### src/rtl/ch8_ram_arbiter.sv
// ch8_ram_arbiter
//   Shares the single-port 4 KiB CHIP-8 byte RAM (synchronous, 1-cycle read
//   latency) between the FDX core (CPU port) and the read-only AUX port that
//   feeds the LED walker / display scanout.
//   - CPU port: byte write, byte read, or 16-bit big-endian word read
//     ({mem[a], mem[a+1]}, with the address wrapping at the top of RAM).
//   - AUX port: byte read.
//   - Arbitration only in IDLE. The CPU normally wins a contested edge, but
//     after MAX_WAIT consecutive contested CPU wins the AUX port is forced
//     ahead, which bounds scanout starvation.
//   All outputs are registered.
//
// Optional feature macro: CH8_RAM_PROTECT_EN
//   When defined, CPU writes below PROT_TOP are granted but never reach the
//   RAM, and prot_err pulses together with cpu_gnt. When undefined, every
//   address is writable and prot_err stays 0.
//
// Ports
//   clk, reset                   clock, asynchronous active-high reset
//   cpu_req/we/word/addr/wdata   CPU request (held until cpu_gnt)
//   cpu_gnt, cpu_rvalid          one-cycle pulses
//   cpu_rdata[15:0]              {8'h00,byte} or {mem[a],mem[a+1]}
//   prot_err                     one-cycle pulse on a blocked write
//   aux_req/addr                 AUX read request (held until aux_gnt)
//   aux_gnt, aux_rvalid          one-cycle pulses
//   aux_rdata[7:0]               AUX read byte
//   ram_en/we/addr/wdata         RAM command
//   ram_rdata[7:0]               RAM data, valid the cycle after enabled edge

module ch8_ram_arbiter #(
    parameter int                ADDR_W   = 12,
    parameter int                MAX_WAIT = 4,
    parameter logic [ADDR_W-1:0] PROT_TOP = 12'h200
) (
    input  logic              clk,
    input  logic              reset,
    input  logic              cpu_req,
    input  logic              cpu_we,
    input  logic              cpu_word,
    input  logic [ADDR_W-1:0] cpu_addr,
    input  logic [7:0]        cpu_wdata,
    output logic              cpu_gnt,
    output logic              cpu_rvalid,
    output logic [15:0]       cpu_rdata,
    output logic              prot_err,
    input  logic              aux_req,
    input  logic [ADDR_W-1:0] aux_addr,
    output logic              aux_gnt,
    output logic              aux_rvalid,
    output logic [7:0]        aux_rdata,
    output logic              ram_en,
    output logic              ram_we,
    output logic [ADDR_W-1:0] ram_addr,
    output logic [7:0]        ram_wdata,
    input  logic [7:0]        ram_rdata
);

`ifdef CH8_RAM_PROTECT_EN
    localparam bit PROT_EN = 1'b1;
`else
    localparam bit PROT_EN = 1'b0;
`endif

    typedef enum logic [2:0] {
        IDLE, CPU_WR, CPU_R0, CPU_R1, CPU_R2, AUX_R0, AUX_R1
    } state_t;

    state_t            state_q, state_d;
    logic [3:0]        wait_q, wait_d;
    logic              word_q, word_d;
    logic [7:0]        hi_q, hi_d;
    logic              cpu_gnt_q, cpu_gnt_d;
    logic              cpu_rvalid_q, cpu_rvalid_d;
    logic [15:0]       cpu_rdata_q, cpu_rdata_d;
    logic              prot_err_q, prot_err_d;
    logic              aux_gnt_q, aux_gnt_d;
    logic              aux_rvalid_q, aux_rvalid_d;
    logic [7:0]        aux_rdata_q, aux_rdata_d;
    logic              ram_en_q, ram_en_d;
    logic              ram_we_q, ram_we_d;
    logic [ADDR_W-1:0] ram_addr_q, ram_addr_d;
    logic [7:0]        ram_wdata_q, ram_wdata_d;

    logic aux_wins;
    logic wr_blocked;

    // AUX is forced ahead once the CPU has won MAX_WAIT contested edges in a row.
    assign aux_wins   = aux_req && (!cpu_req || (wait_q == 4'(MAX_WAIT)));
    assign wr_blocked = PROT_EN && (cpu_addr < PROT_TOP);

    always_ff @(posedge clk or posedge reset) begin
        if (reset) begin
            state_q      <= IDLE;
            wait_q       <= '0;
            word_q       <= 1'b0;
            hi_q         <= '0;
            cpu_gnt_q    <= 1'b0;
            cpu_rvalid_q <= 1'b0;
            cpu_rdata_q  <= '0;
            prot_err_q   <= 1'b0;
            aux_gnt_q    <= 1'b0;
            aux_rvalid_q <= 1'b0;
            aux_rdata_q  <= '0;
            ram_en_q     <= 1'b0;
            ram_we_q     <= 1'b0;
            ram_addr_q   <= '0;
            ram_wdata_q  <= '0;
        end else begin
            state_q      <= state_d;
            wait_q       <= wait_d;
            word_q       <= word_d;
            hi_q         <= hi_d;
            cpu_gnt_q    <= cpu_gnt_d;
            cpu_rvalid_q <= cpu_rvalid_d;
            cpu_rdata_q  <= cpu_rdata_d;
            prot_err_q   <= prot_err_d;
            aux_gnt_q    <= aux_gnt_d;
            aux_rvalid_q <= aux_rvalid_d;
            aux_rdata_q  <= aux_rdata_d;
            ram_en_q     <= ram_en_d;
            ram_we_q     <= ram_we_d;
            ram_addr_q   <= ram_addr_d;
            ram_wdata_q  <= ram_wdata_d;
        end
    end

    always_comb begin
        state_d      = state_q;
        wait_d       = wait_q;
        word_d       = word_q;
        hi_d         = hi_q;
        cpu_gnt_d    = 1'b0;
        cpu_rvalid_d = 1'b0;
        cpu_rdata_d  = cpu_rdata_q;
        prot_err_d   = 1'b0;
        aux_gnt_d    = 1'b0;
        aux_rvalid_d = 1'b0;
        aux_rdata_d  = aux_rdata_q;
        ram_en_d     = 1'b0;
        ram_we_d     = 1'b0;
        ram_addr_d   = ram_addr_q;
        ram_wdata_d  = ram_wdata_q;

        case (state_q)
            IDLE: begin
                if (aux_wins) begin
                    aux_gnt_d  = 1'b1;
                    ram_en_d   = 1'b1;
                    ram_addr_d = aux_addr;
                    wait_d     = '0;
                    state_d    = AUX_R0;
                end else if (cpu_req) begin
                    cpu_gnt_d  = 1'b1;
                    ram_addr_d = cpu_addr;
                    // Saturates at MAX_WAIT: a contested edge at MAX_WAIT goes to AUX.
                    if (aux_req && (wait_q != 4'(MAX_WAIT))) begin
                        wait_d = wait_q + 4'd1;
                    end
                    if (cpu_we) begin
                        // A blocked write still walks CPU_WR so timing is unchanged.
                        ram_wdata_d = cpu_wdata;
                        ram_en_d    = !wr_blocked;
                        ram_we_d    = !wr_blocked;
                        prot_err_d  = wr_blocked;
                        state_d     = CPU_WR;
                    end else begin
                        ram_en_d = 1'b1;
                        word_d   = cpu_word;
                        hi_d     = '0;
                        state_d  = cpu_word ? CPU_R0 : CPU_R1;
                    end
                end
            end
            CPU_WR: state_d = IDLE;
            CPU_R0: begin
                // Second byte of a word read; wraps naturally at the top of RAM.
                ram_en_d   = 1'b1;
                ram_addr_d = ram_addr_q + ADDR_W'(1);
                state_d    = CPU_R1;
            end
            CPU_R1: begin
                // For a word read the first byte arrives here; a byte read has
                // nothing valid on ram_rdata yet.
                if (word_q) begin
                    hi_d = ram_rdata;
                end
                state_d = CPU_R2;
            end
            CPU_R2: begin
                cpu_rdata_d  = {hi_q, ram_rdata};
                cpu_rvalid_d = 1'b1;
                state_d      = IDLE;
            end
            AUX_R0: state_d = AUX_R1;
            AUX_R1: begin
                aux_rdata_d  = ram_rdata;
                aux_rvalid_d = 1'b1;
                state_d      = IDLE;
            end
            default: state_d = IDLE;
        endcase
    end

    assign cpu_gnt    = cpu_gnt_q;
    assign cpu_rvalid = cpu_rvalid_q;
    assign cpu_rdata  = cpu_rdata_q;
    assign prot_err   = prot_err_q;
    assign aux_gnt    = aux_gnt_q;
    assign aux_rvalid = aux_rvalid_q;
    assign aux_rdata  = aux_rdata_q;
    assign ram_en     = ram_en_q;
    assign ram_we     = ram_we_q;
    assign ram_addr   = ram_addr_q;
    assign ram_wdata  = ram_wdata_q;

endmodule
### config.mk
export PLATFORM = sky130hd
export DESIGN_NAME = ch8_ram_arbiter
export DESIGN_NICKNAME = d
export VERILOG_FILES = /design/src/rtl/ch8_ram_arbiter.sv
export SDC_FILE = /design/constraint.sdc
export NUM_CORES = 1
export LEC_CHECK = 0
export BUFFER_PORTS_ARGS = -buffer_cell sky130_fd_sc_hd__buf_2
export CORE_MARGIN = 5
export CORE_UTILIZATION = 55
export DETAILED_ROUTE_END_ITERATION = 8
export PLACE_DENSITY = 0.86
export RECOVER_POWER = 25
export SKIP_LAST_GASP = 1
export SLEW_MARGIN = 5
export SYNTH_ARGS = -nofsm -noshare
export SYNTH_HDL_FRONTEND = slang
export SYNTH_SLANG_ARGS = --single-unit
### constraint.sdc
create_clock -name clk -period 3.32 [get_ports clk]
set_input_delay 0.332 -clock clk [delete_from_list [all_inputs] [get_ports clk]]
set_output_delay 0.332 -clock clk [all_outputs]
set_load 0.01 [all_outputs]
==> key figures, run 1 <==
Synth
  • Yosys Warn Count: 0
  • Fraction of synthesized cell area taken by the top area cell type: 0.532
  • Post-synthesis cell type with the largest combined area: dfrtp_1
  • Average instance area after synthesis: 11.4 µm²
  • Area fraction in compound gates after synthesis: 0.0979
  • Xor and xnor area share after synthesis: 0.00282
  • Number of flops mapped to enable cells by yosys: 0
  • Cells after Synth: 273
  • Netlist cell types: 54
  • Netlist area before placement: 0.00311 mm²
  • Arithmetic-cell share of the synthesized area counting full adders, half adders and majority gates: 0.0121
  • Post-Synthesis Net Count: 322
  • Most common library cells after synthesis: dfrtp_1, nand2_1, mux2_2
  • Largest family of logic cells by synthesized area: multiplexers
  • Sequential share of the synthesized area: 0.532
  • Post-synthesis mux area share: 0.163
  • Leading cell type by number of instances after synthesis: dfrtp_1
  • Top post-synthesis cells by area: dfrtp_1, mux2_2, mux2i_1, nand2_1, inv_1
  • Number of synthesized register bits: 66
  • Basic-gate share of the synthesized area counting and, or, nand and nor cells: 0.140
  • Top flip-flop cell by instance count after synthesis: dfrtp_1
  • Share of synthesized registers carrying an async set or reset: 1.00

STA
  • Total negative setup slack: 0 ns
  • Unrepaired setup endpoints after global routing: no
  • Final number of hold-violating endpoints: 0
  • Fmax: 0.420 GHz
  • Tightest slew margin relative to the limit: 0.00714
  • Fin. max-slew vios: 0
  • Final Skew: 0.00858 ns
  • Transition time at the pin with the least slew margin: 1.49 ns
  • Minimum period implied by the final worst setup slack: 2.38 ns
  • Final setup margin: 0.941 ns
  • Period utilization: 0.717
  • Final setup viols: 0

Run
  • Max-capacitance violation count: 1

Clock network
  • H-Tree Level Count: 3
  • Clock slew at the register clock pins of the worst setup and hold paths: 0.07 ns
  • Number of buffers inserted during clock tree synthesis: 9
  • Post-CTS Hold Buffers: 0
  • Root cell of the clock tree: clkbuf_8
  • Maximum buffer depth of the clock tree: 2
  • Number of clock sinks: 66
  • Post-CTS Setup Repair Bufs: 0
  • TritonCTS clock tree: built
  • Post-CTS sizing: 0
  • Clock insertion delay at the later pin of the skew report: 0.34 ns

Finish
  • Layout net count: 421
  • # fillers: 402
  • Number of diodes: 0
  • Synth-to-layout area growth: 24.3%
  • Fraction of layout instances using a drive strength above 1: 0.398

Die
  • Core Box Area: 0.00551 mm²
  • Top Ports: 97
  • Initial cell density of the core: 0.564
  • Total Die Area: 0.00725 mm²
  • Number of cell rows: 27
  • Die Span Y: 85.1 µm
  • Die W: 85.1 µm

Power and ir drop
  • Internal power of the cells: 2.29 mW
  • Largest voltage drop on the vdd net: 0.467 mV
  • Share of power burned in combinational logic: 0.372
  • Proportion of power drawn by the clock network: 0.226
  • Portion of total power attributed to sequential cells: 0.402
  • Net Switching: 1.32 mW
  • Leakage power of the design: 1.90 nW
  • Sw frac: 0.365
  • Pwr dens: 935 mW/mm²

Setup path
  • Largest stage delay on the critical path: 0.55 ns
  • Number of buffer and inverter stages on the critical path: 2
  • Cell family with the largest share of critical-path delay: compound AO/OA/AOI/OAI gates
  • Path depth of the worst reg2reg path: 7
  • Cells along the critical path: inv_1 -> ha_1 -> nand3b_1 -> a21oi_2 -> buf_4 -> mux2_2 -> a221o_1
  • Critical Path Fanout Max: 10
  • Critical path launch point type: register
  • Slowest library cell on the worst path: a21oi_2
  • Reg-to-Reg End: ram_addr[4]$_DFFE_PP0P_
  • Worst EP required: 3.55 ns
  • Crit Path Class: reg2reg
  • Launch point of the worst reg-to-reg path: wait_q[0]$_DFFE_PP0P_
  • Register-to-register path setup slack: 0.94 ns
  • Category of the worst setup path capture point: register
  • Worst Path Arrival: 2.61 ns

Global route
  • Grt total ovfl: 0
  • Wire length of the first global-routing pass: 11700 µm
  • All-Layer GR Usage: 0.203
  • Pin count of the biggest net entering global routing: 41
  • Number of global-route vias before repair: 2542
  • Initial antenna violation count: 0

Status
  • Failing checks: max-capacitance violations
  • Outcome: finished with violations

Drt
  • First-pass iteration count of the detailed router: 4
  • First-iteration detailed-routing DRC count: 144
  • Routed len/inst: 15.5 µm
  • DRC violation count after routing: 0
  • Via count: 2408
  • Mean number of vias per cell: 5.36
  • DRT Wirelength: 6980 µm
  • Final ANT Viol Nets: 0

Place
  • Half-perimeter wire length of the detailed placement result: 5190 µm
  • Quantity of I/O buffers inserted on ports: 95
  • Setup Slack @ Placement: 0.931 ns
  • RePlAce Congestion: 0.843

Worst hold path
  • Worst hold path endpoint: ram_wdata[2]$_DFFE_PP0P_
  • Startpoint of the worst hold path: cpu_wdata[2]
  • HP Class: in2reg
  • Hold depth: 2
stage by stage:
| stage | util | instances | power, mW | cell area, µm² | hold WS, ns |
|---|---|---|---|---|---|
| 6_report | 0.701 | 449 | 3.61 | 3860 | 0.223 |
| 5_1_grt | 0.701 | 449 | 3.85 | 3860 | 0.216 |
| 4_1_cts | 0.702 | 449 | 3.64 | 3860 | 0.178 |
| 3_5_place_dp | 0.658 | 433 | 2.82 | 3620 | 0.463 |
| 3_3_place_gp | 0.658 | 433 | 2.75 | 3620 | 0.460 |
| 2_1_floorplan | - | 273 | 2.32 | 3110 | 0.437 |
cells by family after synthesis:
family,Yosys count
AOI/OAI and AO/OA,40
xor gates and xnor gates,1
adders and majority gates,3
buffers and inverters,32
DFF,66
muxes,47
other,1
and+or+nand+nor,83
layout make-up:
class | count | area (µm²) | share of cell area
clock buffers | 10 | 128 | 0.0331
well taps | 72 | 90.1 | 0.0233
clock inverters | 6 | 115 | 0.0298
inverters | 21 | 78.8 | 0.0204
multi-input cells | 175 | 1290 | 0.335
repair buffers | 99 | 502 | 0.130
flip-flops and latches | 66 | 1650 | 0.428
metal layers:
metal / share of wire / GRT usage
met5: 0 / 0
met2: 0.50 / 0.341
met1: 0.42 / 0.247
met4: 0.019 / 0.0863
met3: 0.070 / 0.0505
state kept, by name, summed over array words and instances, names as in the netlist:
name	flops
cpu_rdata	16
ram_addr	12
aux_rdata	8
hi_q	8
ram_wdata	8
wait_q	4
state_q	3
aux_gnt	1
aux_rvalid	1
cpu_gnt	1
cpu_rvalid	1
ram_en	1
ram_we	1
word_q	1
layout by cell type, fill, tap and decap left out, types with 4 or more instances in the layout:
master	count
nor2_1	8
o211ai_1	4
nand3_1	5
clkbuf_8	9
a211oi_1	4
inv_1	20
o21ai_0	6
nor3_1	5
a21oi_1	6
mux2_2	28
mux2i_1	19
buf_2	95
dfrtp_1	66
nand2_1	39
worst max path at each step:
stage                           from                      end  slack, ns  cells after the start
6_report       wait_q[0]$_DFFE_PP0P_  ram_addr[4]$_DFFE_PP0P_       0.94                      7
5_1_grt                        reset    wait_q[3]$_DFFE_PP0P_       0.69                      4
4_1_cts        wait_q[0]$_DFFE_PP0P_  ram_addr[4]$_DFFE_PP0P_       0.93                      7
3_5_place_dp   wait_q[0]$_DFFE_PP0P_  ram_addr[4]$_DFFE_PP0P_       0.93                      7
3_3_place_gp   wait_q[0]$_DFFE_PP0P_  ram_addr[4]$_DFFE_PP0P_       0.99                      7
2_1_floorplan                  reset        aux_gnt$_DFF_PP0_       1.33                      1
power by group through the flow:
stage	logic (mW)	clock network, mW	registers [mW]
floorplan	0.803	0	1.52
CTS	1.36	0.828	1.45
finish	1.34	0.815	1.45
global route	1.49	0.862	1.51
global placement	1.31	0	1.44
detailed placement	1.36	0	1.46
Note: power is estimated with default switching activity, not from simulation.
==> inputs of run 2 (changes only) <==
- CORE_UTILIZATION: 55 -> 46
- PLACE_DENSITY: 0.86 -> 0.77
- clock period: 3.32 -> 1.9 ns (I/O delays scaled with it)
==> run 2 against run 1 <==
The run now ends clean. Register-to-register slack got worse by 0.89 ns. Setup slack got worse by 0.89 ns. Critical path depth unchanged. Sequential share of layout area decreased by 1.5 points. Final area increased by 3.7%. Sequential power increased by 71%. Critical endpoint unchanged. Largest power group is now combinational logic.
==> key figures, run 2 (synthesis gave the netlist of run 1 again) <==
Clock network
  • Clock insertion delay at the later pin of the skew report: 0.34 ns (about the same)
  • H-Tree Level Count: 3 (unchanged)
  • Root cell of the clock tree: clkbuf_8
  • Clock slew at the register clock pins of the worst setup and hold paths: 0.07 ns (about the same)
  • Number of buffers inserted during clock tree synthesis: 9 (unchanged)
  • Maximum buffer depth of the clock tree: 2 (unchanged)
  • TritonCTS clock tree: built
  • Number of clock sinks: 66 (unchanged)

Die
  • Die W: 92.2 µm (+8.3%)
  • Die Span Y: 92.2 µm (+8.3%)
  • Initial cell density of the core: 0.465 (-0.0992)
  • Number of cell rows: 30 (+11%)
  • Total Die Area: 0.00849 mm² (+17%)
  • Top Ports: 97 (unchanged)
  • Core Box Area: 0.00668 mm² (+21%)

Setup path
  • Category of the worst setup path capture point: register
  • Launch point of the worst reg-to-reg path: wait_q[1]$_DFFE_PP0P_
  • Register-to-register path setup slack: 0.05 ns (-0.89 ns)
  • Path depth of the worst reg2reg path: 7 (unchanged)
  • Worst Path Arrival: 2.07 ns (-0.54 ns)
  • Critical Path Fanout Max: 4 (-6)
  • Reg-to-Reg End: ram_addr[4]$_DFFE_PP0P_
  • Crit Path Class: reg2reg
  • Worst EP required: 2.12 ns (-1.43 ns)
  • Critical path launch point type: register

STA
  • Final number of hold-violating endpoints: 0 (unchanged)
  • Total negative setup slack: 0 ns (unchanged)
  • Worst-case hold slack: 0.0798 ns (-0.143 ns)
  • Period utilization: 0.971 (+0.255)
  • Fin. max-slew vios: 0 (unchanged)
  • Tightest slew margin relative to the limit: 0.305 (+0.297)
  • Final Skew: 0.00836 ns (-0.000212 ns)
  • Final setup viols: 0 (unchanged)
  • Minimum period implied by the final worst setup slack: 1.85 ns (-0.534 ns)
  • Unrepaired setup endpoints after global routing: yes
  • Fmax: 0.542 GHz (+29%)
  • Transition time at the pin with the least slew margin: 1.04 ns (-0.446 ns)

Power and ir drop
  • Proportion of power drawn by the clock network: 0.209 (-0.017)
  • Portion of total power attributed to sequential cells: 0.393 (-0.009)
  • Share of power burned in combinational logic: 0.398 (+0.026)
  • Internal power of the cells: 4.00 mW (+75%)
  • Pwr dens: 1580 mW/mm² (+69%)
  • Net Switching: 2.32 mW (+76%)
  • Sw frac: 0.367 (+0.00167)
  • Largest voltage drop on the vdd net: 0.687 mV (+47%)
  • Total power of the final layout: 6.32 mW (+75%)
  • Leakage power of the design: 1.93 nW (+1.3%)

Place
  • Half-perimeter wire length of the detailed placement result: 5290 µm (+1.9%)
  • RePlAce Congestion: 0.759 (-10%)
  • Quantity of I/O buffers inserted on ports: 95 (unchanged)
  • Placed instance area: 0.00377 mm² (+4.0%)

Global route
  • Grt total ovfl: 0 (unchanged)
  • Wire length of the first global-routing pass: 11500 µm (-1.8%)
  • Number of global-route vias before repair: 2542 (unchanged)
  • Initial antenna violation count: 0 (unchanged)
  • All-Layer GR Usage: 0.170 (-0.0328)
  • Pin count of the biggest net entering global routing: 30 (-27%)

Status
  • Outcome: completed

Finish
  • Max FFs per register: 16 (unchanged)
  • Commonest cells after routing, fill and taps aside: buf_2, dfrtp_1, nand2_1
  • Layout net count: 437 (+3.8%)
  • Most common cell after layout, fill and taps aside: buf_2
  • # fillers: 603 (+50%)
  • Final std cell area, no fill: 0.00400 mm² (+3.7%)
  • Final core area utilization: 0.599 (-0.102)
  • Number of diodes: 0 (unchanged)
  • Fraction of layout instances using a drive strength above 1: 0.377 (-0.0213)
  • Synth-to-layout area growth: 28.9%

Drt
  • Final ANT Viol Nets: 0 (unchanged)
  • Mean number of vias per cell: 5.19 (-3.3%)
  • First-iteration detailed-routing DRC count: 59 (-59%)
  • Via count: 2453 (+1.9%)
  • DRT Wirelength: 6980 µm (about the same)
  • DRC violation count after routing: 0 (unchanged)
  • First-pass iteration count of the detailed router: 4 (unchanged)
  • Routed len/inst: 14.8 µm (-5.0%)

Worst hold path
  • HP Class: in2reg
  • Startpoint of the worst hold path: cpu_wdata[0]
  • Hold depth: 2 (unchanged)
  • Worst hold path endpoint: ram_wdata[0]$_DFFE_PP0P_

Run
  • Max-capacitance violation count: 0 (-1)
[run 2: cell count changes in the layout (fill, tap and decap cells not counted)]
| cell | delta |
|---|---|
| clkbuf_8 | +1 |
| buf_2 | -19 |
| or3_1 | -1 |
| or3_4 | +1 |
| bufinv_16 | -1 |
| a21oi_2 | -1 |
| a21oi_4 | +1 |
| nor3b_1 | +1 |
| clkinv_2 | +1 |
| buf_12 | +3 |
| clkbuf_1 | +17 |
| nor3b_2 | -1 |
| buf_4 | +13 |
| dlygate4sd3_1 | +1 |
[run 2: repair_timing]
action,4_1_cts,5_1_grt
buffers inserted,0,2
endpoints found under the setup margin,0,12
resized for setup,0,2
hold buffers,1,0
endpoints found under the hold margin,25,0
[run 2: power groups by stage]
stage	clock, mW	combinational [mW]	sequential (mW)
6_report	1.32	2.51	2.48
2_1_floorplan	0	1.40	2.66
3_3_place_gp	0	2.49	2.48
3_5_place_dp	0	2.56	2.51
4_1_cts	1.35	2.57	2.48
5_1_grt	1.41	2.76	2.57
[run 2: layer usage]
layer | share of wire | vias up | routed length [µm] | track usage
li1 | - | 1183 | - | -
met1 | 0.43 | 1179 | 3030 | 0.210
met2 | 0.48 | 77 | 3380 | 0.286
met3 | 0.065 | 14 | 453 | 0.0435
met4 | 0.016 | 0 | 110 | 0.0619
met5 | 0 | - | 0 | 0
[run 2: worst max-delay path, stage by stage (launching register included)]
cell and delay [ns]:
dfrtp_1 0.41, inv_1 0.07, ha_1 0.13, nand3b_1 0.14, a21oi_4 0.22, buf_12 0.14, mux2_2 0.33, a221o_1 0.28
[run 2: area by class of cell]
type	count	area, µm²	area share
flip-flops and latches	66	1650	0.413
well taps	80	100	0.0250
clock inverters	6	90.1	0.0225
clock buffers	10	138	0.0344
inverters	21	78.8	0.0197
repair buffers	115	642	0.160
multi-input cells	175	1300	0.325
[run 2: stage by stage]
step,setup slack [ns],instances
2_1_floorplan,0.0419,273
3_3_place_gp,0.0866,454
3_5_place_dp,0.00285,454
4_1_cts,0.00303,471
5_1_grt,-0.0196,473
6_report,0.0548,473
[run 2: worst max-delay path by stage]
stage / from / endpoint / depth (start not counted)
finish: wait_q[1]$_DFFE_PP0P_ / ram_addr[4]$_DFFE_PP0P_ / 7
global route: wait_q[1]$_DFFE_PP0P_ / ram_addr[4]$_DFFE_PP0P_ / 7
CTS: wait_q[0]$_DFFE_PP0P_ / ram_addr[4]$_DFFE_PP0P_ / 7
detailed placement: wait_q[0]$_DFFE_PP0P_ / ram_addr[4]$_DFFE_PP0P_ / 7
global placement: wait_q[0]$_DFFE_PP0P_ / ram_addr[7]$_DFFE_PP0P_ / 7
floorplan: wait_q[0]$_DFFE_PP0P_ / ram_wdata[0]$_DFFE_PP0P_ / 7
==> inputs of run 3 (changes only) <==
- PLACE_DENSITY: 0.77 -> 0.73
==> run 3 against run 2 <==
Power is 1.1% higher. Routed wire length up 0.14%. Count of clock-buffer cells in the layout is 1 higher. Flip-flop and latch count stayed put. First-iteration DRC count increased by 12%. Clock skew increased by 0.0018 ns.
==> key figures, run 3 (synthesis gave the netlist of run 1 again) <==
Finish
  • # fillers: 583 (-3.3%)
  • Area of the multi-input gates: 0.00132 mm² (+1.5%)
  • Number of diodes: 0 (unchanged)
  • Synth-to-layout area growth: 29.6%
  • Max FFs per register: 16 (unchanged)
  • Most common cell after layout, fill and taps aside: buf_2
  • Layout net count: 437 (unchanged)
  • Fraction of layout instances using a drive strength above 1: 0.435 (+0.0585)
  • Final std cell area, no fill: 0.00403 mm² (+0.56%)
  • Sequential standard cell area: 0.00165 mm² (unchanged)
  • Commonest cells after routing, fill and taps aside: buf_2, dfrtp_1, nand2_1

Clock network
  • TritonCTS clock tree: built
  • Number of clock sinks: 66 (unchanged)
  • Number of buffers inserted during clock tree synthesis: 9 (unchanged)
  • Root cell of the clock tree: clkbuf_8
  • Clock insertion delay at the later pin of the skew report: 0.35 ns (about the same)
  • Maximum buffer depth of the clock tree: 2 (unchanged)
  • Clock slew at the register clock pins of the worst setup and hold paths: 0.07 ns (about the same)
  • H-Tree Level Count: 3 (unchanged)

Status
  • Outcome: completed

Drt
  • Via count: 2445 (-0.33%)
  • DRT Wirelength: 6990 µm (+0.14%)
  • First-pass iteration count of the detailed router: 4 (unchanged)
  • DRC violation count after routing: 0 (unchanged)
  • Final ANT Viol Nets: 0 (unchanged)
  • First-iteration detailed-routing DRC count: 66 (+12%)
  • Routed len/inst: 14.8 µm (+0.14%)
  • Mean number of vias per cell: 5.17 (-0.33%)

Setup path
  • Largest stage delay on the critical path: 0.39 ns (-0.02 ns)
  • Cell family with the largest share of critical-path delay: simple AND/OR/NAND/NOR gates
  • Critical path launch point type: register
  • Slowest library cell on the worst path: dfrtp_1
  • Cells along the critical path: inv_2 -> ha_4 -> nand3b_1 -> a21oi_4 -> buf_4 -> buf_4 -> or3_1 -> mux2_2
  • Most common cell type on the critical path: buf_4
  • Worst EP required: 2.13 ns (about the same)
  • Worst Path Arrival: 2.12 ns (+0.05 ns)
  • Crit Path Class: reg2reg
  • Category of the worst setup path capture point: register
  • Number of buffer and inverter stages on the critical path: 3 (+1)
  • Critical Path Fanout Max: 3 (-1)

Die
  • Die W: 92.2 µm (unchanged)
  • Die Span Y: 92.2 µm (unchanged)
  • Number of cell rows: 30 (unchanged)
  • Initial cell density of the core: 0.465 (unchanged)
  • Top Ports: 97 (unchanged)
  • Core Box Area: 0.00668 mm² (unchanged)
  • Total Die Area: 0.00849 mm² (unchanged)

STA
  • Tightest slew margin relative to the limit: 0.470 (+0.165)
  • Fmax: 0.531 GHz (-2.1%)
  • Period utilization: 0.992 (+0.0209)
  • Final number of hold-violating endpoints: 0 (unchanged)
  • Final Skew: 0.0102 ns (+0.00184 ns)
  • Final setup viols: 0 (unchanged)
  • Minimum period implied by the final worst setup slack: 1.88 ns (+0.0396 ns)
  • Total negative setup slack: 0 ns (unchanged)
  • Transition time at the pin with the least slew margin: 0.795 ns (-0.247 ns)
  • Fin. max-slew vios: 0 (unchanged)

Global route
  • Wire length of the first global-routing pass: 11700 µm (+2.4%)
  • Grt total ovfl: 0 (unchanged)
  • All-Layer GR Usage: 0.175 (+0.00493)
  • Number of global-route vias before repair: 2550 (+0.31%)
  • Initial antenna violation count: 0 (unchanged)
  • Pin count of the biggest net entering global routing: 32 (+6.7%)

Run
  • Max-capacitance violation count: 0 (unchanged)

Place
  • RePlAce Congestion: 0.767 (+1.1%)
  • Half-perimeter wire length of the detailed placement result: 5200 µm (-1.8%)
  • Quantity of I/O buffers inserted on ports: 95 (unchanged)
  • Placed instance area: 0.00375 mm² (-0.40%)

Power and ir drop
  • Largest voltage drop on the vdd net: 0.910 mV (+32%)
  • Leakage power of the design: 1.99 nW (+3.2%)
  • Pwr dens: 1590 mW/mm² (+0.57%)

Worst hold path
  • HP Class: in2reg
-- run 3: changes by cell type in the layout (fill, tap and decap cells not counted), sizes merged --
cell and delta:
buf +18, clkbuf -17, clkinv -1
-- run 3: area by class of cell --
type / instances / area share
well taps: 80 / 0.0249
flip-flops and latches: 66 / 0.410
repair buffers: 115 / 0.162
inverters: 21 / 0.0196
clock buffers: 11 / 0.0351
multi-input cells: 175 / 0.329
clock inverters: 5 / 0.0193
-- run 3: what timing repair did --
| action | CTS | global route |
|---|---|---|
| endpoints found under the hold margin | 19 | 0 |
| pin swaps | 1 | 3 |
| resized for setup | 0 | 7 |
| setup buffers | 1 | 3 |
| setup endpoints to repair | 10 | 14 |
| cloned | 0 | 0 |
| hold buffers | 1 | 0 |
-- run 3: tightest hold or removal path, stage by stage --
cell     delay, ns
buf_2         0.10
nand2_1       0.05
nand2_1       0.05
-- run 3: path summary, 6_finish.rpt --
kind | startpoint | endpoint | slack (ns) | cells after the start
max in group asynchronous | reset | ram_addr[3]$_DFFE_PP0P_ | 0.37 | 4
max | wait_q[0]$_DFFE_PP0P_ | word_q$_DFFE_PP0P_ | 0.02 | 8
max reg2reg | wait_q[0]$_DFFE_PP0P_ | word_q$_DFFE_PP0P_ | 0.02 | 8
min in group asynchronous | reset | ram_we$_DFF_PP0_ | 0.55 | 3
min | ram_rdata[4] | aux_rdata[4]$_DFFE_PP0P_ | 0.07 | 3
min reg2reg | aux_rdata[2]$_DFFE_PP0P_ | aux_rdata[2]$_DFFE_PP0P_ | 0.47 | 2
-- run 3: metal layers --
metal  up-vias  part of all wire  track usage
met1      1175              0.44        0.212
met3         7             0.069       0.0615
met4         0             0.010       0.0644
met5         -                 0            0
li1       1184                 -            -
met2        79              0.48        0.286
-- run 3: report_power, final --
| group | switching (mW) | internal, mW | leakage, nW | total, mW |
|---|---|---|---|---|
| logic | 1.33 | 1.27 | 1.05 | 2.60 |
| registers | 0.451 | 2.03 | 0.831 | 2.48 |
| clock network | 0.535 | 0.770 | 0.109 | 1.30 |
-- run 3: stage by stage --
| stage | utilization | setup WS, ns | instances | hold slack, ns | power, mW |
|---|---|---|---|---|---|
| global route | 0.602 | -0.0262 | 473 | 0.0616 | 6.86 |
| floorplan | - | 0.0419 | 273 | 0.295 | 4.06 |
| global placement | 0.561 | 0.0443 | 452 | 0.223 | 4.98 |
| detailed placement | 0.561 | -0.0214 | 452 | 0.233 | 5.08 |
| CTS | 0.597 | 0.0221 | 470 | 0.0644 | 6.39 |
| finish | 0.602 | 0.0151 | 473 | 0.0696 | 6.39 |
